## src/rtl/sockit_spi_pkg.sv

```systemverilog
// Shared definitions for the SPI serializer repackagers: geometry, queue control
// field layout, IO mode encodings and the per-packet lane unpacker.
package sockit_spi_pkg;

  localparam int SDW = 8;
  localparam int SDL = $clog2(SDW);
  localparam int QCI = SDL + 3;
  localparam int QDW = 4 * SDW;
  localparam int CCI = 6;
  localparam int CDW = 32;
  localparam int NW  = $clog2(QDW) + 1;

  localparam int CTL_IOM = 0;
  localparam int CTL_LST = 2;
  localparam int CTL_LEN = 3;

  typedef enum logic [1:0] {
    IOM_3WR  = 2'd0,
    IOM_SPI  = 2'd1,
    IOM_DUAL = 2'd2,
    IOM_QUAD = 2'd3
  } iom_t;

  typedef enum logic {
    ST_IDLE = 1'b0,
    ST_ACC  = 1'b1
  } acc_state_t;

  typedef struct packed {
    logic [NW-1:0]  n;
    logic [QDW-1:0] bits;
  } unpack_t;

  // Gathers len+1 cycles of lane samples into a right-aligned field, earliest cycle on top.
  function automatic unpack_t unpack(input logic [QDW-1:0] dat, input iom_t iom,
                                     input logic [SDL-1:0] len);
    unpack_t r;
    logic [SDW-1:0] l0, l1, l2, l3;
    logic [NW-1:0] cyc;
    l0 = dat[0*SDW +: SDW];
    l1 = dat[1*SDW +: SDW];
    l2 = dat[2*SDW +: SDW];
    l3 = dat[3*SDW +: SDW];
    r.bits = '0;
    for (int i = 0; i < SDW; i++) begin
      if (i <= int'(len)) begin
        case (iom)
          IOM_QUAD: r.bits = {r.bits[QDW-5:0], l3[SDW-1], l2[SDW-1], l1[SDW-1], l0[SDW-1]};
          IOM_DUAL: r.bits = {r.bits[QDW-3:0], l1[SDW-1], l0[SDW-1]};
          default:  r.bits = {r.bits[QDW-2:0], l0[SDW-1]};
        endcase
      end
      l0 = l0 << 1;
      l1 = l1 << 1;
      l2 = l2 << 1;
      l3 = l3 << 1;
    end
    cyc = NW'(len) + NW'(1);
    case (iom)
      IOM_QUAD: r.n = cyc << 2;
      IOM_DUAL: r.n = cyc << 1;
      default:  r.n = cyc;
    endcase
    return r;
  endfunction

endpackage

```

## src/rtl/sockit_spi_rpi_if.sv

```systemverilog
// Queue-side and command-side handshake bundle of the input repackager.
interface sockit_spi_rpi_if;
  import sockit_spi_pkg::*;

  logic           que_vld;
  logic [QCI-1:0] que_ctl;
  logic [QDW-1:0] que_dat;
  logic           que_rdy;
  logic           cmd_vld;
  logic [CCI-1:0] cmd_ctl;
  logic [CDW-1:0] cmd_dat;
  logic           cmd_rdy;

  modport slave (
    input  que_vld, que_ctl, que_dat, cmd_rdy,
    output que_rdy, cmd_vld, cmd_ctl, cmd_dat
  );

  modport master (
    output que_vld, que_ctl, que_dat, cmd_rdy,
    input  que_rdy, cmd_vld, cmd_ctl, cmd_dat
  );

endinterface

```

## src/rtl/sockit_spi_rpi.sv

```systemverilog
// Input repackager: folds serializer queue packets into right-aligned command read words.
// state   | meaning
// ST_IDLE | no bits gathered for the current transfer (cnt = 0)
// ST_ACC  | partial word held in the accumulator, waiting for the lst packet
module sockit_spi_rpi
  import sockit_spi_pkg::*;
(
  input  logic clk,
  input  logic rst,
  sockit_spi_rpi_if.slave bus
);

  localparam int SW = NW + 1;

  acc_state_t     state_q, state_d;
  logic [CDW-1:0] acc_q, acc_d;
  logic [NW-1:0]  cnt_q, cnt_d;
  logic           ovf_q, ovf_d;
  logic           vld_q, vld_d;
  logic [CCI-1:0] ctl_q, ctl_d;
  logic [CDW-1:0] dat_q, dat_d;

  logic           que_rdy, que_trn, cmd_trn, lst;
  unpack_t        up;
  logic [CDW-1:0] acc_base, acc_new;
  logic [NW-1:0]  cnt_base, cnt_new;
  logic [SW-1:0]  cnt_sum;
  logic           ovf_base, over, ovf_new;

  always_ff @(posedge clk or posedge rst) begin
    if (rst) begin
      state_q <= ST_IDLE;
      acc_q   <= '0;
      cnt_q   <= '0;
      ovf_q   <= 1'b0;
      vld_q   <= 1'b0;
      ctl_q   <= '0;
      dat_q   <= '0;
    end else begin
      state_q <= state_d;
      acc_q   <= acc_d;
      cnt_q   <= cnt_d;
      ovf_q   <= ovf_d;
      vld_q   <= vld_d;
      ctl_q   <= ctl_d;
      dat_q   <= dat_d;
    end
  end

  always_comb begin
    que_rdy = ~vld_q | bus.cmd_rdy;
    que_trn = bus.que_vld & que_rdy;
    cmd_trn = vld_q & bus.cmd_rdy;
    lst     = bus.que_ctl[CTL_LST];
    up      = unpack(bus.que_dat, iom_t'(bus.que_ctl[CTL_IOM +: 2]), bus.que_ctl[CTL_LEN +: SDL]);

    acc_base = (state_q == ST_ACC) ? acc_q : '0;
    cnt_base = (state_q == ST_ACC) ? cnt_q : '0;
    ovf_base = (state_q == ST_ACC) ? ovf_q : 1'b0;

    // A shift by the full word width yields zero, so n = CDW replaces the accumulator.
    acc_new = (acc_base << up.n) | CDW'(up.bits);
    cnt_sum = SW'(cnt_base) + SW'(up.n);
    over    = cnt_sum > SW'(CDW);
    cnt_new = over ? NW'(CDW) : cnt_sum[NW-1:0];
    ovf_new = ovf_base | over;

    state_d = state_q;
    acc_d   = acc_q;
    cnt_d   = cnt_q;
    ovf_d   = ovf_q;
    vld_d   = vld_q;
    ctl_d   = ctl_q;
    dat_d   = dat_q;

    if (cmd_trn) vld_d = 1'b0;

    if (que_trn) begin
      if (lst) begin
        state_d = ST_IDLE;
        acc_d   = '0;
        cnt_d   = '0;
        ovf_d   = 1'b0;
        vld_d   = 1'b1;
        dat_d   = acc_new;
        ctl_d   = {ovf_new, (CCI-1)'(cnt_new - NW'(1))};
      end else begin
        state_d = ST_ACC;
        acc_d   = acc_new;
        cnt_d   = cnt_new;
        ovf_d   = ovf_new;
      end
    end
  end

  assign bus.que_rdy = que_rdy;
  assign bus.cmd_vld = vld_q;
  assign bus.cmd_ctl = ctl_q;
  assign bus.cmd_dat = dat_q;

endmodule
```

## src/flat_wrapper.sv

```systemverilog
// flat-port wrapper written by rule: the top's interface ports become plain ports
module sockit_spi_rpi_flat import sockit_spi_pkg::*;
  (clk, rst, bus_que_vld, bus_que_ctl, bus_que_dat, bus_cmd_rdy, bus_que_rdy, bus_cmd_vld, bus_cmd_ctl, bus_cmd_dat);
  sockit_spi_rpi_if bus_i ();
  input  logic clk;
  input  logic rst;
  input wire logic [$bits(bus_i.que_vld)-1:0] bus_que_vld;
  input wire logic [$bits(bus_i.que_ctl)-1:0] bus_que_ctl;
  input wire logic [$bits(bus_i.que_dat)-1:0] bus_que_dat;
  input wire logic [$bits(bus_i.cmd_rdy)-1:0] bus_cmd_rdy;
  output wire logic [$bits(bus_i.que_rdy)-1:0] bus_que_rdy;
  output wire logic [$bits(bus_i.cmd_vld)-1:0] bus_cmd_vld;
  output wire logic [$bits(bus_i.cmd_ctl)-1:0] bus_cmd_ctl;
  output wire logic [$bits(bus_i.cmd_dat)-1:0] bus_cmd_dat;
  assign bus_i.que_vld = bus_que_vld;
  assign bus_i.que_ctl = bus_que_ctl;
  assign bus_i.que_dat = bus_que_dat;
  assign bus_i.cmd_rdy = bus_cmd_rdy;
  assign bus_que_rdy = bus_i.que_rdy;
  assign bus_cmd_vld = bus_i.cmd_vld;
  assign bus_cmd_ctl = bus_i.cmd_ctl;
  assign bus_cmd_dat = bus_i.cmd_dat;
  sockit_spi_rpi u_core (.clk(clk), .rst(rst), .bus(bus_i));
endmodule
```

## config.mk

```make
export PLATFORM = sky130hd
export DESIGN_NAME = sockit_spi_rpi_flat
export DESIGN_NICKNAME = d
export VERILOG_FILES = /design/src/rtl/sockit_spi_pkg.sv /design/src/rtl/sockit_spi_rpi_if.sv /design/src/rtl/sockit_spi_rpi.sv /design/src/flat_wrapper.sv
export SDC_FILE = /design/constraint.sdc
export NUM_CORES = 1
export LEC_CHECK = 0
export BUFFER_PORTS_ARGS = -buffer_cell sky130_fd_sc_hd__buf_2
export CAP_MARGIN = 40
export CORE_ASPECT_RATIO = 1.2
export CORE_MARGIN = 2
export CORE_UTILIZATION = 60
export CTS_CLUSTER_SIZE = 28
export DETAILED_ROUTE_END_ITERATION = 10
export GPL_ROUTABILITY_DRIVEN = 0
export PLACE_DENSITY = 0.81
export SETUP_SLACK_MARGIN = 0.5
export SYNTH_ARGS = -nofsm -noshare
export SYNTH_HDL_FRONTEND = slang
export SYNTH_SLANG_ARGS = --single-unit
```

## constraint.sdc

```tcl
create_clock -name clk -period 5.7 [get_ports clk]
set_input_delay 1.14 -clock clk [delete_from_list [all_inputs] [get_ports clk]]
set_output_delay 1.14 -clock clk [all_outputs]
set_load 0.005 [all_outputs]
```

==> results.yml, run 1 <==
run_status:
  outcome: "complete, no violations"
placement:
  hpwl_um: 23270
  io_buffers: 81
  dp_cells: 1325
  dpl_cell_area_um2: 9181
synthesis:
  synth_cells: 1139
  synth_cell_types: 92
  netlist_area_um2: 8701
  syn_nets: 1193
  async_flop_share_pct: 100.0
  synth_edf_count: 0
  ys_seq_area_share_pct: 22.72
  syn_area_per_cell_um2: 7.639
  ys.flop_type: "dfrtp_1"
  ys_warn_count: 0
  ys_ff_latch: 79
global_routing:
  grt_pass1_vias: 9306
  antenna_found_initial: 0
  grt_overflow: 0
  grt_util_all_layers_pct: 41.38
  grt_max_degree: 56
  grt_pass1_wl_um: 50660
clock_tree:
  cts_tree: "built"
  cts_buffers: 9
  post_cts_buffers: 0
  clk_latency_ns: 0.35
  numClockSinks: 79
  ctsHoldBuffers: 0
  cts_buffer_depth: 2
  clk_pin_slew_worst_paths_ns: 0.07
  cts_resized: 0
  cts-root-buf: "clkbuf_16"
  h-tree-depth: 3
detailed_routing:
  wl_met2_um: 14060
  drtIter0Drc: 1584
  routedWlPerCell_um: 24.11
  wl_met1_um: 11500
  ant_nets: 0
  vias: 10080
  top_layer: "met4"
  drc: 0
  detail_route.first_pass.iterations: 7
  drt-total-wl_um: 32330
  routed-wl-met3_um: 3642
  vias_per_cell: 7.516
power_and_ir_drop:
  net-switching-power_w: 0.001039
  p_leak_nw: 3.940
  pwr-share-clk_pct: 25.0
  pwr-share-seq_pct: 32.0
  ir_drop_v: 0.0001820
  intPower_w: 0.001451
  swShare_pct: 41.71
  power_density_nw_per_um2: 262.3
  pwr-share-comb_pct: 43.0
min_path:
  hold_class: "register to register"
  hold_path_depth: 2
setup_path:
  cp_top_family: "adder cells"
  critPathCapture: "u_core.bus.cmd_ctl[4]"
  startpoint_type: "input pin"
  r2r.worst_path.cells: 14
  crit_type: "input pin to register"
  critPathBufInv: 2
  rr_endpoint: "u_core.bus.cmd_ctl[4]"
  r2r_setup_slack_ns: 1.88
  cp_common_cell: "ha_1"
  cp-end-kind: "register"
  worstPathCellList: "buf_2, ha_1, ha_1, nor2b_1, a31oi_4, inv_2, ha_1, a21oi_1, o21bai_1, a21oi_1, xnor2_1, nor2_1, nand2_1, ha_1, mux2_2, a31oi_1, o21ai_0"
  critPathLaunch: "bus_que_ctl[4]"
  worstReg2RegStart: "u_core.state_q"
  crit_slowest_cell: "nor2_1"
  worstPathArrival_ns: 4.75
  required_ns: 5.93
  crit_cells: 17
  crit_fanout: 14
  critPathMaxStageDelay_ns: 0.37
finish:
  finalInstanceArea_um2: 9493
  nets: 1215
  layout_common_cells: "nand2_1 (156), nor2_1 (90), o21ai_0 (88)"
  syn_to_final_growth_pct: 9.103
  drive_above_1_share_pct: 18.01
  fin_cells: 1341
  final_common_cell: "nand2_1"
  n_antenna_cell: 0
  n_fill_cell: 1239
timing:
  fin_crit_sh_pct: 79.41
  fin_skew_ns: 0.01253
  finalSetupTns_ns: 0
  worst-slew-pin-transition_ns: 0.9975
  slew_headroom_pct: 33.50
  rsz0062_at_grt: "no"
  finalHoldViolations: 0
  setup_violations: 0
  drv_slew: 0
  finalCriticalPeriod_ns: 4.526
  max_freq_mhz: 220.9
die:
  pin_count: 82
  die_x_um: 113.9
  die_h_um: 135.9
  die_area_um2: 15480
  num_rows: 48
  start_util_pct: 60.87
  core_um2: 14290
job:
  cap_violations: 0
flip-flops by register name, indices dropped and copies added (netlist names):
register / cells
u_core.bus.cmd_dat: 32
u_core.bus.cmd_ctl: 6
u_core.ovf_q: 1
u_core.bus.cmd_vld: 1
u_core.state_q: 1
u_core.cnt_q: 6
u_core.acc_q: 32
tightest hold or removal path, cell delays in order (launching register included):
cell and delay (ns):
dfrtp_1 0.34, nand2_1 0.04, o21ai_0 0.06
power by group through the flow:
stage / Sequential (W) / Combinational [W] / Clock [W]
2_1_floorplan: 0.000769 / 0.000693 / 0
3_3_place_gp: 0.000788 / 0.000999 / 0
3_5_place_dp: 0.000794 / 0.00102 / 0
4_1_cts: 0.000789 / 0.00103 / 0.000620
5_1_grt: 0.000806 / 0.00115 / 0.000642
6_report: 0.000796 / 0.00107 / 0.000623
layer usage:
layer / vias to the layer above / GRT usage (%)
met5: - / 0
met4: 0 / 32.32
met3: 252 / 8.917
met2: 818 / 63.23
met1: 4617 / 50.49
li1: 4392 / -
cell type report:
cell class                      count  area, um^2  area share, %
Timing Repair Buffer              115       725.7          7.645
Clock buffer                        9       225.2          2.372
Clock inverter                      7       86.33         0.9095
Multi-Input combinational cell    933        6172          65.02
Tap cell                          175       219.0          2.307
Sequential cell                    79        1977          20.83
Inverter                           23       87.58         0.9226
cell usage after synthesis (all sizes together), types with 7 or more instances:
cell type    n  area, um^2
o22ai       11       68.82
dfrtp       79        1977
or3         10       62.56
buf         38       222.7
a21oi       64       335.3
a31oi       32       215.2
mux2i       35       350.3
o221ai      10       100.1
a2111oi      7       73.82
a22o        16       140.1
o21a         7       52.55
nor2b       12       75.07
and3        12       75.07
a221oi       8       70.07
a21o        11       82.58
nor4        10       62.56
nand2      157       591.8
o21ai       94       478.0
mux2        29       330.3
inv         19       71.32
nand2b       9       56.30
nor2        93       351.6
o31ai       18       148.9
and2        14       87.58
ha          11       137.6
clkbuf      66       247.7
a32o         7       70.07
mux4        12       270.3
nor3        23       126.4
o211ai      25       197.7
a211oi      27       202.7
xnor2        7       61.31
nand3       45       225.2
per-stage QoR:
step / utilization, % / hold slack, ns / power (W) / setup WS, ns
2_1_floorplan: - / 0.4409 / 0.001462 / 0.5247
3_3_place_gp: 63.80 / 0.4568 / 0.001787 / 0.9989
3_5_place_dp: 64.23 / 0.4612 / 0.001815 / 0.9155
4_1_cts: 66.41 / 0.4781 / 0.002438 / 1.241
5_1_grt: 66.41 / 0.5013 / 0.002593 / 0.8961
6_report: 66.41 / 0.4712 / 0.002490 / 1.174
worst min-delay path by stage:
stage	start	to	slack, ns
after floorplan	u_core.cnt_q[3]	u_core.cnt_q[3]	0.44
after global placement	u_core.bus.cmd_dat[1]	u_core.bus.cmd_dat[1]	0.46
after detailed placement	u_core.bus.cmd_dat[1]	u_core.bus.cmd_dat[1]	0.46
after CTS	u_core.bus.cmd_dat[1]	u_core.bus.cmd_dat[1]	0.48
after global routing	u_core.bus.cmd_dat[1]	u_core.bus.cmd_dat[1]	0.50
final	u_core.bus.cmd_ctl[2]	u_core.bus.cmd_ctl[2]	0.47
kinds of logic (layout without fill, tap and decap cells):
kind of cell | count (synthesis) | after routing | share of synthesized area (%)
buffers and inverters | 127 | 154 | 6.399
DFF | 79 | 79 | 22.72
adders and majority gates | 12 | 12 | 1.812
AOI/OAI and AO/OA | 415 | 415 | 34.33
and+or+nand+nor | 419 | 419 | 22.71
muxes | 76 | 76 | 10.93
xor gates and xnor gates | 11 | 11 | 1.107
Power figures use the tool's default switching activity.
==> inputs of run 2 (changes only) <==
==> constraint.sdc (replaced) <==
create_clock -name clk -period 4.46 [get_ports clk]
set_input_delay 0.892 -clock clk [delete_from_list [all_inputs] [get_ports clk]]
set_output_delay 0.892 -clock clk [all_outputs]
set_load 0.005 [all_outputs]
==> results.yml, run 2 (synthesized netlist as in run 1, its figures left out) <==
finish:
  multi_input_area_um2: 6245
  fin_cells: 1365
  register_area_um2: 1977
  n_fill_cell: 1176
  syn_to_final_growth_pct: 11.89
  finalInstanceArea_um2: 9736
  drive_above_1_share_pct: 20.35
  layout_common_cells: "nand2_1 (156), nor2_1 (89), o21ai_0 (85)"
  final_common_cell: "nand2_1"
  nets: 1238
setup_path:
  crit_fanout: 13
  worstPathArrival_ns: 4.03
  cp_top_family: "compound AO/OA/AOI/OAI gates"
  critPathMaxStageDelay_ns: 0.61
  worstReg2RegStart: "u_core.state_q"
  worstPathCellList: "buf_2, inv_4, ha_4, buf_4, nor2b_1, a21oi_1, o221ai_1, mux2_2, mux2i_1, a221oi_1, o21ai_0"
  critPathBufInv: 3
  required_ns: 4.66
  cp-end-kind: "register"
  crit_type: "input pin to register"
  r2r_setup_slack_ns: 1.23
  rr_endpoint: "u_core.bus.cmd_ctl[4]"
  startpoint_type: "input pin"
  crit_slowest_cell: "a221oi_1"
  r2r.worst_path.cells: 17
min_path:
  min_to: "u_core.bus.cmd_dat[23]"
  hp-start: "u_core.bus.cmd_dat[23]"
  hold_class: "register to register"
  hold_path_depth: 2
timing:
  slew_headroom_pct: 35.06
  finalCriticalPeriod_ns: 3.836
  rsz0062_at_grt: "no"
  worst-slew-pin-transition_ns: 0.9495
  hold_slack_ns: 0.4756
  finalHoldViolations: 0
  drv_slew: 0
  fin_ws_ns: 0.6239
  fin_crit_sh_pct: 86.01
  finalSetupTns_ns: 0
  setup_violations: 0
  max_freq_mhz: 260.7
  fin_skew_ns: 0.008315
global_routing:
  grt_pass1_vias: 9575
  grt_overflow: 0
  grt_pass1_wl_um: 52370
  grt.met3_usage_pct: 9.897
  grtUsageMet1_pct: 51.95
  grt_util_met2_pct: 66.37
  busiest_layer: "met2"
  grt_util_all_layers_pct: 43.21
  antenna_found_initial: 2
  grt_max_degree: 58
clock_tree:
  h-tree-depth: 3
  cts-root-buf: "clkbuf_16"
  clk_pin_slew_worst_paths_ns: 0.06
  cts_tree: "built"
  cts_buffers: 9
  numClockSinks: 79
  ctsHoldBuffers: 0
  cts_buffer_depth: 2
  clk_latency_ns: 0.35
job:
  cap_violations: 0
detailed_routing:
  drtIter0Drc: 1668
  detail_route.first_pass.iterations: 7
  vias_per_cell: 7.645
  routedWlPerCell_um: 24.72
  vias: 10440
  drc: 0
  drt-total-wl_um: 33750
  ant_nets: 0
power_and_ir_drop:
  p_leak_nw: 4.051
  intPower_w: 0.001901
  pwr-share-clk_pct: 24.6
  power_density_nw_per_um2: 332.5
  swShare_pct: 41.27
  pwr-share-comb_pct: 44.2
  net-switching-power_w: 0.001336
  ir_drop_v: 0.0001833
  pwr-share-seq_pct: 31.2
die:
  core_um2: 14290
  pin_count: 82
  num_rows: 48
  die_area_um2: 15480
  die_h_um: 135.9
  die_x_um: 113.9
  start_util_pct: 60.87
placement:
  dp_cells: 1346
  dpl_cell_area_um2: 9392
  io_buffers: 81
  pre_cts_ws_ns: 0.3659
  hpwl_um: 24480
run_status:
  outcome: "complete, no violations"
-- run 2: cell count changes in the layout (fill, tap and decap cells not counted), sizes merged --
cell,before,now
clkbuf,9,10
buf,115,138
diode,0,1
inv,23,21
clkinvlp,1,2
-- run 2: worst max path at each step --
stage / from / end / cells after the start
floorplan: bus_que_ctl[3] / u_core.bus.cmd_ctl[4] / 20
global placement: bus_que_ctl[3] / u_core.bus.cmd_ctl[4] / 16
detailed placement: bus_que_ctl[3] / u_core.bus.cmd_ctl[4] / 16
CTS: bus_que_ctl[3] / u_core.bus.cmd_ctl[4] / 16
global route: bus_que_ctl[3] / u_core.bus.cmd_ctl[4] / 16
finish: bus_que_ctl[3] / u_core.bus.cmd_dat[31] / 11
-- run 2: area by class of cell --
class                      instances  share of cell area [%]
sequential                        79                   20.31
inverter                          23                  0.9639
multi-input combinational        933                   64.14
tap                              175                   2.249
clock buffer                      10                   2.455
timing repair buffer             138                   9.086
antenna                            1                 0.02570
clock inverter                     6                  0.7711
-- run 2: power by group through the flow --
stage	Clock (W)	Combinational [W]	Sequential, W
after floorplan	0	0.000909	0.000983
after global placement	0	0.00132	0.00101
after detailed placement	0	0.00136	0.00101
after CTS	0.000788	0.00137	0.00100
after global routing	0.000818	0.00152	0.00102
final	0.000796	0.00143	0.00101
-- run 2: through the flow --
step | power [W] | utilization (%)
global route | 0.003362 | 68.11
floorplan | 0.001892 | -
finish | 0.003238 | 68.11
detailed placement | 0.002372 | 65.70
CTS | 0.003160 | 67.90
global placement | 0.002332 | 65.22
-- run 2: what timing repair did --
| item | CTS | global route |
|---|---|---|
| buffers inserted | 0 | 2 |
| setup endpoints to repair | 0 | 4 |
| resized for setup | 0 | 3 |
-- run 2: metal layers --
metal,up-vias,wire length (um),part of all wire [%]
li1,4443,-,-
met1,4712,11610,34
met2,969,14710,44
met3,310,4055,12
met4,2,3355,9.9
met5,-,17,0.050
-- run 2: tightest hold or removal path: cells and delay by family (launching register included) --
family,cells,cell delay (ns)
simple gates,1,0.05
flops,1,0.34
compound gates,1,0.06
